`src/rtl/div_unit.sv`:
```
// div_unit: RV32M DIV/DIVU/REM/REMU sequencer wrapped around an external unsigned divider.
// It resolves divide-by-zero and signed overflow locally and applies the sign fix-up to results.
module div_unit (
  input  logic        clock,
  input  logic        reset,
  input  logic        valid_in,
  input  logic [2:0]  funct3,
  input  logic [31:0] rs1,
  input  logic [31:0] rs2,
  input  logic [4:0]  rd_in,
  input  logic        flush,
  output logic        busy,
  output logic        valid_out,
  output logic [4:0]  rd_out,
  output logic [31:0] result_out,
  output logic        div_start,
  output logic [31:0] div_a,
  output logic [31:0] div_b,
  input  logic [31:0] div_result,
  input  logic [31:0] div_remainder,
  input  logic        div_done
);

  typedef enum logic [1:0] {IDLE, START, WAIT, RESP} state_t;

  state_t      r_state;
  state_t      w_nextState;

  logic        r_isRem;
  logic        r_negQ;
  logic        r_negR;
  logic [4:0]  r_rd;
  logic [31:0] r_result;
  logic [31:0] r_divA;
  logic [31:0] r_divB;

  logic        w_accept;
  logic        w_signed;
  logic        w_isRem;
  logic        w_divZero;
  logic        w_overflow;
  logic        w_special;
  logic [31:0] w_absA;
  logic [31:0] w_absB;
  logic [31:0] w_specialResult;
  logic [31:0] w_quotient;
  logic [31:0] w_remainder;

  assign w_accept   = valid_in && funct3[2];
  assign w_signed   = ~funct3[0];
  assign w_isRem    = funct3[1];
  assign w_divZero  = (rs2 == 32'd0);
  assign w_overflow = w_signed && (rs1 == 32'h8000_0000) && (rs2 == 32'hFFFF_FFFF);
  assign w_special  = w_divZero || w_overflow;

  // abs(0x80000000) wraps back to 0x80000000, which the divider treats as 2^31
  assign w_absA = (w_signed && rs1[31]) ? (32'd0 - rs1) : rs1;
  assign w_absB = (w_signed && rs2[31]) ? (32'd0 - rs2) : rs2;

  assign w_specialResult = w_divZero ? (w_isRem ? rs1 : 32'hFFFF_FFFF)
                                     : (w_isRem ? 32'd0 : 32'h8000_0000);

  assign w_quotient  = r_negQ ? (32'd0 - div_result)    : div_result;
  assign w_remainder = r_negR ? (32'd0 - div_remainder) : div_remainder;

  always_ff @(posedge clock) begin
    if (reset) begin
      r_state <= IDLE;
    end else begin
      r_state <= w_nextState;
    end
  end

  always_comb begin
    w_nextState = r_state;
    case (r_state)
      IDLE:    if (w_accept) w_nextState = w_special ? RESP : START;
      START:   w_nextState = flush ? IDLE : WAIT;
      WAIT: begin
        if (flush) begin
          w_nextState = IDLE;
        end else if (div_done) begin
          w_nextState = RESP;
        end
      end
      RESP:    w_nextState = IDLE;
      default: w_nextState = IDLE;
    endcase
  end

  // Operand capture on acceptance; result latched either immediately (special) or on div_done
  always_ff @(posedge clock) begin
    if (reset) begin
      r_isRem  <= 1'b0;
      r_negQ   <= 1'b0;
      r_negR   <= 1'b0;
      r_rd     <= 5'd0;
      r_result <= 32'd0;
      r_divA   <= 32'd0;
      r_divB   <= 32'd0;
    end else begin
      if (r_state == IDLE && w_accept) begin
        r_rd    <= rd_in;
        r_isRem <= w_isRem;
        r_negQ  <= w_signed && (rs1[31] ^ rs2[31]);
        r_negR  <= w_signed && rs1[31];
        if (w_special) begin
          r_result <= w_specialResult;
        end else begin
          r_divA <= w_absA;
          r_divB <= w_absB;
        end
      end
      if (r_state == WAIT && !flush && div_done) begin
        r_result <= r_isRem ? w_remainder : w_quotient;
      end
    end
  end

  assign busy       = (r_state != IDLE);
  assign div_start  = (r_state == START);
  assign valid_out  = (r_state == RESP);
  assign result_out = valid_out ? r_result : 32'd0;
  assign rd_out     = valid_out ? r_rd : 5'd0;
  assign div_a      = r_divA;
  assign div_b      = r_divB;

endmodule
```
`config.mk`:
```
export PLATFORM = sky130hd
export DESIGN_NAME = div_unit
export DESIGN_NICKNAME = d
export VERILOG_FILES = /design/src/rtl/div_unit.sv
export SDC_FILE = /design/constraint.sdc
export NUM_CORES = 1
export LEC_CHECK = 0
export ABC_AREA = 1
export BUFFER_PORTS_ARGS = -buffer_cell sky130_fd_sc_hd__buf_2
export CORE_ASPECT_RATIO = 0.9
export CORE_UTILIZATION = 51
export CTS_BUF_LIST = sky130_fd_sc_hd__clkbuf_4 sky130_fd_sc_hd__clkbuf_8 sky130_fd_sc_hd__clkbuf_16
export CTS_CLUSTER_SIZE = 25
export DETAILED_ROUTE_END_ITERATION = 8
export PLACE_DENSITY = 0.76
export REMOVE_ABC_BUFFERS = 1
export SETUP_SLACK_MARGIN = 0.2
export SYNTH_ARGS = -nofsm -noshare
export SYNTH_HDL_FRONTEND = slang
export SYNTH_SLANG_ARGS = --single-unit
```
`constraint.sdc`:
```
create_clock -name clock -period 2.59 [get_ports clock]
set_input_delay 0.518 -clock clock [delete_from_list [all_inputs] [get_ports clock]]
set_output_delay 0.518 -clock clock [all_outputs]
set_load 0.005 [all_outputs]
```
==> results.toml <==
[sta]
tns_ns = 0
hold_slack_ns = 0.4419
hold_viol_final = 0
post-route-period-util_pct = 83.12
relSlewSlack_pct = 57.31
min_period_ns = 2.153
drv_slew = 0
finClkSkew_ns = 0.009454
max_freq_mhz = 464.5
tightest_slew_ns = 0.6396
rsz0062_at_grt = "false"
fin_ws_ns = 0.4371
setup_viol = 0

[min_path]
worstHoldStart = "rs1[31]"
min-delay-path-class = "primary input to flip-flop"
holdPathEnd = "div_a[31]$_SDFFE_PP0P_"
holdPathStages = 3

[placed_design]
place_hpwl_um = 21380
port_buffers = 244
pre_cts_ws_ns = 0.1142
gp_congestion = 0.9567

[synth]
ys_types = 39
synth-seq-cells = 106
yosysWarnings = 0
synth_seq_area_share_pct = 25.50
synthCells = 1451
yosys.area.top_type = "dfxtp_1"
synth_ff_type = "dfxtp_1"
synth_top_cell_area_share_pct = 25.50
synthesis.area_um2 = 8323
synthArstFlopShare_pct = 0
syn_avg_cell_area_um2 = 5.736
synth_edf_count = 0
synth.area.top_cells = "dfxtp_1 (25%), nand2_1 (15%), nor2_1 (9.9%), nand3_1 (8.8%), a21oi_1 (7.9%)"

[detailed_routing]
via_per_inst = 5.433
ant_nets = 0
first_iter_violations = 1005
wl_um = 27160
wire_per_inst_um = 14.48
num_vias = 10193
drc_errors = 0
drtPass1Iterations = 6

[floorplanning]
fp.dieH_um = 123.2
row_count = 43
initial_utilization_pct = 53.16
core_area_um2 = 15660
io_pins = 245
dieArea_um2 = 16840
fp.dieW_um = 136.7

[grt]
grt_max_degree = 53
grt_pass1_vias = 8577
grt_pass1_wl_um = 42640
antenna_found_initial = 1
track_usage_pct = 32.00
grt-ovfl-total = 0

[cts]
clkSlewWorstSetupHoldPaths_ns = 0.07
cts_hold_buffers = 0
cts-root-buf = "clkbuf_16"
post-cts-setup-buffers = 0
ctsHtreeMaxLevel = 3
cts_resized = 0
cts_tree = "built"
numCtsBuffers = 9
numClockSinks = 106
clock_path_buffers = 2
worstSkewPairLatency_ns = 0.35

[finish]
final_util_pct = 64.25
layout.nets = 1813
multi_input_area_um2 = 5300
regArea_um2 = 2122
n_fill_cell = 1575
drive_gt1_share_pct = 18.96
syn2layout_area_growth_pct = 20.85

[critical_path]
critical_path_required_ns = 2.83
rr_startpoint = "r_state[1]$_SDFFE_PP0P_"
startpoint_type = "primary input"
r2r-end = "r_result[31]$_SDFFE_PP0P_"
cp.arrival_ns = 2.39
cp-end-kind = "flip-flop"
crit_type = "primary input to flip-flop"
rr_worst_depth = 10
critPathMaxFanout = 52
reg2reg_slack_ns = 0.61

[pwr]
power_density_nw_per_um2 = 424.5
ir_drop_mv = 0.3676
p_leak_nw = 4.916
finalPower_mw = 4.270

[status]
status = "completed"

[flow_run]
drv_cap = 0
-- per-layer routing --
| layer | track usage (%) | share of wire [%] | up-vias | wire length, um |
|---|---|---|---|---|
| li1 | - | - | 5122 | - |
| met1 | 47.24 | 47 | 4550 | 12640 |
| met2 | 48.60 | 43 | 478 | 11620 |
| met3 | 4.674 | 9.0 | 43 | 2437 |
| met4 | 7.292 | 1.7 | 0 | 463 |
| met5 | 0 | 0 | - | 0 |
-- area by class of cell --
cell class | count | area share [%]
multi-input combinational | 1118 | 52.69
sequential | 106 | 21.10
timing repair buffer | 268 | 14.43
inverter | 164 | 6.120
tap | 202 | 2.513
clock buffer | 10 | 2.376
clock inverter | 6 | 0.7215
antenna | 2 | 0.04976
-- how the worst max path moves through the flow --
stage | startpoint | end | slack (ns) | cells past startpoint
2_1_floorplan | valid_in | div_a[27]$_SDFFE_PP0P_ | -0.49 | 7
3_3_place_gp | rs2[0] | r_result[26]$_SDFFE_PP0P_ | 0.19 | 13
3_5_place_dp | rs2[0] | div_a[10]$_SDFFE_PP0P_ | 0.11 | 13
4_1_cts | r_state[1]$_SDFFE_PP0P_ | result_out[18] | 0.22 | 4
5_1_grt | rs2[0] | div_b[29]$_SDFFE_PP0P_ | 0.23 | 13
6_report | rs2[0] | div_b[29]$_SDFFE_PP0P_ | 0.44 | 13
-- cell families after synthesis --
family                     share of synthesized area, %
and+or+nand+nor                                   39.70
xor gates and xnor gates                          5.367
DFF                                               25.50
buffers and inverters                             10.85
AOI/OAI and AO/OA                                 17.71
muxes                                            0.1203
adders and majority gates                        0.7517
-- state kept, by name (all words and copies together), names as in the netlist --
signal,cells
r_result,32
r_negQ,1
r_negR,1
r_isRem,1
div_a,32
r_rd,5
div_b,32
r_state,2
-- synthesized netlist by cell type (5+ instances only) --
cell type  count
ha_1           5
xnor2_1       13
nand4_1       21
o211ai_1       7
buf_1          6
o21ai_1       11
nand3_1      146
nand3b_1       6
dfxtp_1      106
clkbuf_1      38
nor2_1       219
xor2_1        38
a21oi_1      131
inv_1        157
nor2_2        10
nor3_1        11
buf_2         14
or2_2          6
nand2_1      341
o21ai_0      120
-- per-stage QoR --
| stage | area (um^2) | cells |
|---|---|---|
| after global routing | 10060 | 1875 |
| after detailed placement | 9739 | 1858 |
| after floorplan | 8035 | 1388 |
| after global placement | 9739 | 1858 |
| after CTS | 10050 | 1874 |
| final | 10060 | 1876 |
-- worst max-delay path, cell delays in order --
cell     delay [ns]
buf_2          0.11
inv_1          0.10
ha_1           0.20
nand2_2        0.09
nor2_4         0.21
inv_2          0.07
nor2_1         0.13
nand3_2        0.13
nand3_2        0.13
inv_2          0.18
buf_12         0.25
o21ai_0        0.19
a21oi_1        0.06
-- cells in the final DEF (no fill, tap or decap), types with 20 or more instances in the layout --
| master | Yosys | final |
|---|---|---|
| inv_1 | 157 | 157 |
| buf_4 | 1 | 20 |
| nand4_1 | 21 | 21 |
| dfxtp_1 | 106 | 106 |
| a21oi_1 | 131 | 131 |
| nor2_1 | 219 | 219 |
| xor2_1 | 38 | 38 |
| o21ai_0 | 120 | 120 |
| nand2_1 | 341 | 340 |
| buf_2 | 14 | 244 |
| nand3_1 | 146 | 146 |
-- power breakdown --
group	switching (mW)	internal [mW]
Sequential	0.0450	1.71
Clock	0.656	0.789
Combinational	0.671	0.398
Power figures use the tool's default switching activity.
